--- src/rtl/mmu_credits_wr_mc.sv ---
// -----------------------------------------------------------------------------
// mmu_credits_wr_mc
//
// Multi-channel write-credit gate in front of the shared TLB/DMA write request
// port of a vFPGA. Each channel counts the write data beats already sitting in
// its data buffer. A request is forwarded only once all of its beats are
// buffered, so a stream that stalls on data never holds the shared port.
// Eligible channels are served round-robin. The granted channel ID is kept in
// an in-order FIFO so that completions can be routed back to their origin.
//
// Ports
//   aclk, aresetn        clock, asynchronous active-low reset
//   s_req_valid[c]       channel c request valid
//   s_req_ready[c]       channel c request accepted (grant or oversize drop)
//   s_req_vaddr/len/last channel c request fields, packed per channel
//   s_rsp_done[c]        completion routed back to channel c
//   m_req_valid/ready    shared request handshake
//   m_req_vaddr/len/last shared request fields (muxed from granted channel)
//   m_rsp_done           completion marker from the shared port
//   wxfer[c]             one pulse per data beat accepted into channel c buffer
//   cred                 per-channel credit count, CW bits per channel
//   err_ovf[c]           sticky: beat arrived while channel was full
//   err_size[c]          sticky: request larger than the buffer was dropped
//   err_cpl              sticky: completion arrived with nothing outstanding
// -----------------------------------------------------------------------------
module mmu_credits_wr_mc #(
    parameter int  ID_REG    = 0,
    parameter int  DATA_BITS = 512,
    parameter int  N_CHAN    = 4,
    parameter int  CRED_MAX  = 64,
    parameter int  CPL_DEPTH = 16,
    parameter int  ADDR_BITS = 48,
    parameter int  LEN_BITS  = 28,
    localparam int CW        = $clog2(CRED_MAX + 1)
) (
    input  logic                          aclk,
    input  logic                          aresetn,

    input  logic [N_CHAN-1:0]             s_req_valid,
    output logic [N_CHAN-1:0]             s_req_ready,
    input  logic [N_CHAN*ADDR_BITS-1:0]   s_req_vaddr,
    input  logic [N_CHAN*LEN_BITS-1:0]    s_req_len,
    input  logic [N_CHAN-1:0]             s_req_last,
    output logic [N_CHAN-1:0]             s_rsp_done,

    output logic                          m_req_valid,
    input  logic                          m_req_ready,
    output logic [ADDR_BITS-1:0]          m_req_vaddr,
    output logic [LEN_BITS-1:0]           m_req_len,
    output logic                          m_req_last,
    input  logic                          m_rsp_done,

    input  logic [N_CHAN-1:0]             wxfer,
    output logic [N_CHAN*CW-1:0]          cred,
    output logic [N_CHAN-1:0]             err_ovf,
    output logic [N_CHAN-1:0]             err_size,
    output logic                          err_cpl
);

    localparam int BL   = $clog2(DATA_BITS / 8);
    localparam int NB_W = LEN_BITS - BL + 1;
    localparam int IDW  = (N_CHAN > 1) ? $clog2(N_CHAN) : 1;
    localparam int PW   = (CPL_DEPTH > 1) ? $clog2(CPL_DEPTH) : 1;
    localparam logic [PW:0] CNT_FULL = (PW + 1)'(CPL_DEPTH);

    if (N_CHAN < 1 || ID_REG < 0 || CPL_DEPTH < 2 ||
        (CPL_DEPTH & (CPL_DEPTH - 1)) != 0) begin : g_param_err
        $error("mmu_credits_wr_mc: invalid parameter set");
    end

    // ------------------------------------------------------------------
    // Per-channel beat count and eligibility
    // ------------------------------------------------------------------
    logic [LEN_BITS:0]   len_up [N_CHAN];
    logic [NB_W-1:0]     nb     [N_CHAN];
    logic [CW-1:0]       cred_q [N_CHAN];
    logic [N_CHAN-1:0]   over;
    logic [N_CHAN-1:0]   elig;

    always_comb begin
        for (int c = 0; c < N_CHAN; c++) begin
            // ceil(len / bytes_per_beat) without a divider
            len_up[c] = {1'b0, s_req_len[c*LEN_BITS +: LEN_BITS]}
                      + (LEN_BITS + 1)'((2 ** BL) - 1);
            nb[c]     = len_up[c][LEN_BITS:BL];
            over[c]   = 32'(nb[c]) > 32'(CRED_MAX);
            elig[c]   = s_req_valid[c] && !over[c]
                        && (32'(cred_q[c]) >= 32'(nb[c]));
        end
    end

    // ------------------------------------------------------------------
    // Round-robin arbiter, combinational grant
    // ------------------------------------------------------------------
    logic [IDW-1:0]    rr_ptr;
    logic [IDW-1:0]    gidx;
    logic [IDW-1:0]    cand;
    logic [N_CHAN-1:0] grant;
    logic              found;
    logic              grant_any;
    logic              cpl_full;
    logic              cpl_empty;

    function automatic logic [IDW-1:0] rr_idx(input logic [IDW-1:0] base,
                                              input int offs);
        return IDW'((int'(base) + offs) % N_CHAN);
    endfunction

    always_comb begin
        grant = '0;
        gidx  = '0;
        cand  = '0;
        found = 1'b0;
        // A pop in this cycle does not free a slot until the next edge,
        // so a full FIFO blocks regardless of m_rsp_done.
        if (m_req_ready && !cpl_full) begin
            for (int i = 0; i < N_CHAN; i++) begin
                cand = rr_idx(rr_ptr, i);
                if (!found && elig[cand]) begin
                    found       = 1'b1;
                    gidx        = cand;
                    grant[cand] = 1'b1;
                end
            end
        end
    end

    assign grant_any   = |grant;
    // Oversize requests are acknowledged and discarded so they cannot wedge
    // the channel; several may be dropped in the same cycle.
    assign s_req_ready = grant | (s_req_valid & over);
    assign m_req_valid = grant_any;
    assign m_req_vaddr = s_req_vaddr[int'(gidx)*ADDR_BITS +: ADDR_BITS];
    assign m_req_len   = s_req_len[int'(gidx)*LEN_BITS +: LEN_BITS];
    assign m_req_last  = s_req_last[gidx];

    // ------------------------------------------------------------------
    // Credit update with saturation
    // ------------------------------------------------------------------
    logic [31:0]       cred_sum [N_CHAN];
    logic [CW-1:0]     cred_d   [N_CHAN];
    logic [N_CHAN-1:0] ovf_set;

    always_comb begin
        for (int c = 0; c < N_CHAN; c++) begin
            ovf_set[c]  = 1'b0;
            cred_sum[c] = 32'(cred_q[c])
                        - (grant[c] ? 32'(nb[c]) : 32'd0)
                        + {31'd0, wxfer[c]};
            if (cred_sum[c] > 32'(CRED_MAX)) begin
                cred_d[c]  = CW'(CRED_MAX);
                ovf_set[c] = 1'b1;
            end else begin
                cred_d[c]  = cred_sum[c][CW-1:0];
            end
        end
    end

    for (genvar c = 0; c < N_CHAN; c++) begin : g_cred_out
        assign cred[c*CW +: CW] = cred_q[c];
    end

    // ------------------------------------------------------------------
    // Completion ID FIFO
    // ------------------------------------------------------------------
    logic [IDW-1:0] cpl_mem [CPL_DEPTH];
    logic [PW-1:0]  wr_ptr;
    logic [PW-1:0]  rd_ptr;
    logic [PW:0]    cnt_q;
    logic [IDW-1:0] head;
    logic           pop;
    logic [N_CHAN-1:0] rsp_q;

    assign cpl_full  = (cnt_q == CNT_FULL);
    assign cpl_empty = (cnt_q == '0);
    assign head      = cpl_mem[rd_ptr];
    assign pop       = m_rsp_done && !cpl_empty;

    always_ff @(posedge aclk) begin
        if (grant_any) begin
            cpl_mem[wr_ptr] <= gidx;
        end
    end

    // ------------------------------------------------------------------
    // State registers
    // ------------------------------------------------------------------
    always_ff @(posedge aclk or negedge aresetn) begin
        if (!aresetn) begin
            for (int c = 0; c < N_CHAN; c++) begin
                cred_q[c] <= '0;
            end
            rr_ptr   <= '0;
            wr_ptr   <= '0;
            rd_ptr   <= '0;
            cnt_q    <= '0;
            rsp_q    <= '0;
            err_ovf  <= '0;
            err_size <= '0;
            err_cpl  <= 1'b0;
        end else begin
            for (int c = 0; c < N_CHAN; c++) begin
                cred_q[c] <= cred_d[c];
            end
            err_ovf  <= err_ovf | ovf_set;
            err_size <= err_size | (s_req_valid & over);
            err_cpl  <= err_cpl | (m_rsp_done && cpl_empty);

            if (grant_any) begin
                wr_ptr <= wr_ptr + 1'b1;
                rr_ptr <= (gidx == IDW'(N_CHAN - 1)) ? '0 : gidx + 1'b1;
            end
            if (pop) begin
                rd_ptr <= rd_ptr + 1'b1;
            end
            cnt_q <= cnt_q + {{PW{1'b0}}, grant_any} - {{PW{1'b0}}, pop};

            rsp_q <= '0;
            if (pop) begin
                rsp_q[head] <= 1'b1;
            end
        end
    end

    assign s_rsp_done = rsp_q;

endmodule

--- config.mk ---
export PLATFORM = sky130hd
export DESIGN_NAME = mmu_credits_wr_mc
export DESIGN_NICKNAME = d
export VERILOG_FILES = /design/src/rtl/mmu_credits_wr_mc.sv
export SDC_FILE = /design/constraint.sdc
export NUM_CORES = 1
export LEC_CHECK = 0
export BUFFER_PORTS_ARGS = -buffer_cell sky130_fd_sc_hd__buf_2
export CORE_MARGIN = 2
export CORE_UTILIZATION = 35
export CTS_CLUSTER_SIZE = 24
export DETAILED_ROUTE_END_ITERATION = 8
export GPL_TIMING_DRIVEN = 0
export SLEW_MARGIN = 20
export SYNTH_ARGS = -nofsm -noshare
export SYNTH_HDL_FRONTEND = slang
export SYNTH_SLANG_ARGS = --single-unit
--- constraint.sdc ---
create_clock -name aclk -period 7.5 [get_ports aclk]
set_input_delay 0 -clock aclk [delete_from_list [all_inputs] [get_ports aclk]]
set_output_delay 0 -clock aclk [all_outputs]
set_load 0.01 [all_outputs]
## Word-level counts from Yosys, hierarchy flattened

Memory sizes are Yosys's and may differ from the RTL's.
Cells that the tools add are included.

- Equality and inequality tests: 2
- Shift operators: 2
- Order comparisons: 23
- Bitwise logic cells: 8
- Multiply operators: 2
- Mux-type cells: 55
- Add/subtract/negate cells: 20
- Reductions and logical operators: 30

Operators with widths:

| operator | count |
|---|---|
| 192-bit by 9-bit indexed part select with 48-bit output | 1 |
| 32-bit by 7-bit greater-than comparator with 1-bit output, second input constant | 4 |
| 28-bit by 6-bit adder with 29-bit output, second input constant | 4 |
| 112-bit by 8-bit indexed part select with 28-bit output | 1 |
| 24-bit by 2-bit adder with 25-bit output | 4 |
| 7-bit by 23-bit subtractor with 24-bit output | 4 |
| 7-bit by 23-bit greater-or-equal comparator with 1-bit output | 4 |
| 23-bit by 7-bit greater-than comparator with 1-bit output, second input constant | 4 |
| 23-bit two-way mux | 4 |
| 4-bit two-way mux | 9 |
| 7-bit two-way mux | 4 |
| 4-bit OR | 6 |
| 1-bit two-way mux | 22 |
| 1-bit logical AND | 19 |
| 2-bit by 3-bit less-than comparator with 1-bit output, second input constant | 6 |
| 2-bit two-way mux | 6 |
| 1-bit binary-select mux with 2-bit select | 5 |
| 1-bit demux with 2-bit select | 5 |
| 2-bit by 1-bit greater-or-equal comparator with 1-bit output, second input constant | 5 |
| 1-bit zero test | 9 |
| 4-bit by 1-bit adder with 4-bit output, second input constant | 2 |
| 5-bit by 1-bit adder with 5-bit output | 1 |
| 5-bit == test, second input constant | 1 |
| 5-bit zero test | 1 |
| other kinds (9) | 11 |

- RAM bits: 32
- Logic and storage cells: 155
- Bits in registers: 56
- Input port bits: 320
- Output and inout port bits: 123
- Memories: 1

Memory list:

| name | depth | width | read ports | clocked after Yosys merged registers in | write ports | RTL line | source |
|---|---|---|---|---|---|---|---|
| cpl_mem | 16 | 2 | 1 | 0 | 1 | 166 | `logic [IDW-1:0] cpl_mem [CPL_DEPTH];` |

## Depth between registers and ports, before layout

- Depth after elaboration: 27
- Mapped depth: 38
- Depth with buffers taken out: 34

## Worst setup path after synthesis

Ideal clock, no wire load.

- Path kind: input-to-reg
- Start point: input port s_req_len[88]
- End point: register err_ovf[1]
- Arrival time: 7624 ps
- Cell stages on the path: 35
- Setup slack: -256 ps
- Cells stage by stage: or4_4 -> or2_1 -> clkbuf_1 -> and2_1 -> nand2_1 -> xor2_1 -> ha_1 -> a21o_1 -> a221o_1 -> a31oi_1 -> nor3b_2 -> a311oi_1 -> a21o_1 -> buf_2 -> o311a_1 -> o21ai_1 -> buf_2 -> buf_2 -> and2_1 -> ha_1 -> fa_1 -> nand2b_1 -> a21oi_1 -> nor2_1 -> o21a_1 -> nor2_1 -> nand2_1 -> or4_1 -> and2_1 -> xnor2_1 -> o31ai_1 -> nand4_1 -> o41ai_1 -> nand3_1 -> or3_1

- Word-level cells in the longest chain between the ends: 27
- Elaborated cells on any way between the ends: 43
- Classes of those cells: add/sub: 3; order compare: 3; mux: 24; bitwise: 4; reduce/logical: 9

Ends and longest elaborated chain:

| element | RTL line | source |
|---|---|---|
| start: declaration | 42 | `input logic [N_CHAN*LEN_BITS-1:0] s_req_len,` |
| 28-bit by 6-bit adder with 29-bit output * | 84 | `+ (LEN_BITS + 1)'((2 ** BL) - 1);` |
| 23-bit by 7-bit greater-than comparator with 1-bit output | 86 | `over[c] = 32'(nb[c]) > 32'(CRED_MAX);` |
| 1-bit zero test | 87 | `elig[c] = s_req_valid[c] && !over[c]` |
| 1-bit logical AND | 87 |  |
| 1-bit logical AND * | 88 | `&& (32'(cred_q[c]) >= 32'(nb[c]));` |
| 1-bit binary-select mux with 2-bit select | 119 | `if (!found && elig[cand]) begin` |
| 1-bit two-way mux (not written as such) | 119 |  |
| 1-bit two-way mux | 119 |  |
| [... 11 more ...] | -- |  |
| 4-bit two-way mux * | 119 |  |
| 4-bit two-way mux * | 116 | `if (m_req_ready && !cpl_full) begin` |
| 23-bit two-way mux * | 148 | `- (grant[c] ? 32'(nb[c]) : 32'd0)` |
| 7-bit by 23-bit subtractor with 24-bit output * | 148 |  |
| 24-bit by 2-bit adder with 25-bit output * | 149 | `+ {31'd0, wxfer[c]};` |
| 32-bit by 7-bit greater-than comparator with 1-bit output * | 150 | `if (cred_sum[c] > 32'(CRED_MAX)) begin` |
| 1-bit two-way mux * | 150 |  |
| 4-bit OR * | 205 | `err_ovf <= err_ovf \| ovf_set;` |
| end signal: assignment | 205 |  |
| end: declaration | 55 | `output logic [N_CHAN-1:0] err_ovf,` |

Mark *: on every way between the ends. The rest lies on a longest branch, timed or not. The select of a mux whose other input is x is not followed.
A chain may end at the register's enable or synchronous reset.

==> impl_metrics.toml <==
[final_layout]
syn2layout_area_growth_pct = 31.4
filler_cell_count = 4364
final_area_um2 = 19900
fin_cells = 3156
layout.nets = 2957
drive_gt1_share_pct = 29.1
multi_input_area_um2 = 12800
seqCellArea_um2 = 2360

[place]
place.gp.congestion = 1.01
place_inst = 3044
place_hpwl_mm = 61.4
pre_cts_slack_ps = -2340
placed_area_um2 = 18100
io_buffers = 423

[die]
boundaryPins = 443
coreArea_um2 = 42900
fp.dieH_um = 212
floorplan.die_area_um2 = 44900
start_util_pct = 35.3
die_x_um = 212
placementRows = 76

[timing]
skew_ps = 15.4
max_slew_margin_pct = 25.6
report.final.slew_viol_count = 0
setup_viol = 0
timing.final.ws_setup_ps = 172
worst_slew_pin_slew_ps = 1120
fmax_ghz = 0.136
finalCritPeriodShare_pct = 97.7
setup_tns_ps = 0
hold_viol_final = 0
finalCriticalPeriod_ps = 7330

[clock_tree]
tritoncts.num_buffers = 9
clk-insertion-delay-late_ps = 380
cts_root_buf = "clkbuf_16"
clock-sinks = 88
cts_tree = "yes"
htree_levels = 3
clock_path_buffers = 2
cts.clk_slew.worst_paths_ps = 80

[route]
vias_per_cell = 5.91
drc = 0
drt-total-wl_mm = 74.9
wire_per_inst_um = 23.7
first_pass_iters = 6
dr_total_vias = 18700
drtIter0Drc = 1521
antenna_left = 0

[critical_path]
endpoint_kind = "register"
worst_path_max_delay_cell = "or4_4"
r2r-start = "rr_ptr[1]$_DFFE_PN0P_"
critPathMaxFanout = 15
crit_start = "s_req_len[88]"
critPathKind = "in2reg"
cpPeakStageDelay_ps = 570
cp.required_ps = 7760
worstSetupStartpointType = "input pin"
arrival_ps = 7590

[synth]
synth_cell_type_count = 106
ys_async_sr_fraction_pct = 63.6
synth_top_flop_cell = "dfrtp_1"
post-synth-top-count-cell = "a21oi_1"
synth_top_area_cell = "dfrtp_1"
avgSynthCellArea_um2 = 7.44
syn-num-nets = 2447
synth_top_area_share_pct = 9.26
ys_warn_count = 0
syn_area_um2 = 15100
synthTopCellsByCount = "a21oi_1, nor2_1, nand2_1, clkbuf_1, ha_1"
synth_edf_count = 32
ys_seq_area_share_pct = 15.6
synthCells = 2035
yosys_register_bits = 88
synth.area.top_cells = "dfrtp_1, ha_1, edfxtp_1"

[run]
drv_cap = 0

[grt]
grt_max_degree = 46
grt_pass1_vias = 17400
antenna_found_initial = 27
grt.total_usage_pct = 31.9
grt_overflow = 0
grt_pass1_wl_mm = 107

[power]
vdd_drop_max_v = 0.000191
totalPowerFinal_w = 0.00472
p_leak_nw = 8.07
p_per_area_nw_per_um2 = 237

[hold_path]
hold_start = "wxfer[1]"
hold_path_class = "in2reg"

[status]
status = "completed"
==> path summary, 6_finish.rpt <==
| check | endpoint | slack [ps] | cells after the start |
|---|---|---|---|
| max reg2reg | err_ovf[2]$_DFF_PN0_ | 370 | 30 |
| min | cred[7]$_DFF_PN0_ | 40 | 4 |
| max | cred[13]$_DFF_PN0_ | 170 | 36 |
| min in group asynchronous | cred[21]$_DFF_PN0_ | 50 | 2 |
| min reg2reg | err_ovf[0]$_DFF_PN0_ | 470 | 1 |
| max in group asynchronous | cred[4]$_DFF_PN0_ | 6850 | 3 |
==> sequential cells by signal, indices dropped and copies added (netlist names) <==
signal,flops
cpl_mem,32
err_cpl,1
cred,28
rr_ptr,2
s_rsp_done,4
rd_ptr,4
cnt_q,5
wr_ptr,4
err_ovf,4
err_size,4
==> worst max-delay path: cells and delay by family <==
| kind | cells | cell delay, ps |
|---|---|---|
| AOI/OAI and AO/OA | 11 | 2700 |
| adders and majority gates | 3 | 830 |
| and+or+nand+nor | 15 | 2900 |
| buffers and inverters | 5 | 750 |
| xor gates and xnor gates | 2 | 380 |
==> per-stage QoR <==
step,utilization (%),hold slack [ps]
finish,46.4,42.3
detailed placement,42.2,-113
floorplan,-,-296
global route,46.3,49.9
CTS,44.7,18.4
global placement,42.1,216
==> layout by cell type, fill, tap and decap left out, drive strengths merged, types with 82 or more instances in the layout <==
master / n
o21ai: 84
a21oi: 177
buf: 530
nor3: 82
ha: 87
nand2: 153
nor2: 156
a211oi: 83
clkbuf: 92
==> repair_timing <==
item	CTS	global route
hold buffers	5	0
cloned	0	0
hold endpoints to repair	60	0
setup endpoints to repair	32	32
gates resized for setup	109	97
pin swaps	40	66
buffers inserted	39	38
==> cell type report <==
cell class / instances / area share (%)
timing repair buffer: 506 / 14.1
clock buffer: 9 / 1.13
buffer: 112 / 2.74
clock inverter: 7 / 0.371
inverter: 72 / 1.36
multi-input combinational: 1756 / 64.5
antenna: 21 / 0.264
tap: 585 / 3.68
sequential: 88 / 11.9
==> logic make-up after synthesis <==
logic type               count (synthesis)  share of synthesized area, %
AO/OA/AOI/OAI                          593                          26.9
XOR/XNOR                               125                          7.23
adder cells (fa/ha/maj)                 92                          7.85
buffers and inverters                  191                          5.04
flip-flops                              88                          15.6
multiplexers                            92                          6.98
AND/OR/NAND/NOR                        854                          30.4
==> where the power goes <==
| part | switching [W] | internal [W] |
|---|---|---|
| Clock | 0.000251 | 0.000236 |
| Sequential | 0.0000867 | 0.000596 |
| Combinational | 0.00215 | 0.00140 |
| Total | 0.00249 | 0.00224 |
==> layer usage <==
layer | up-vias | share of wire (%) | global-route usage (%)
met5 | - | 0.12 | 0
met1 | 8907 | 39 | 37.8
met2 | 812 | 46 | 52.4
met3 | 187 | 7.8 | 6.57
met4 | 12 | 6.5 | 20.5
li1 | 8742 | - | -
No activity file was read; power rests on OpenSTA's default activity.
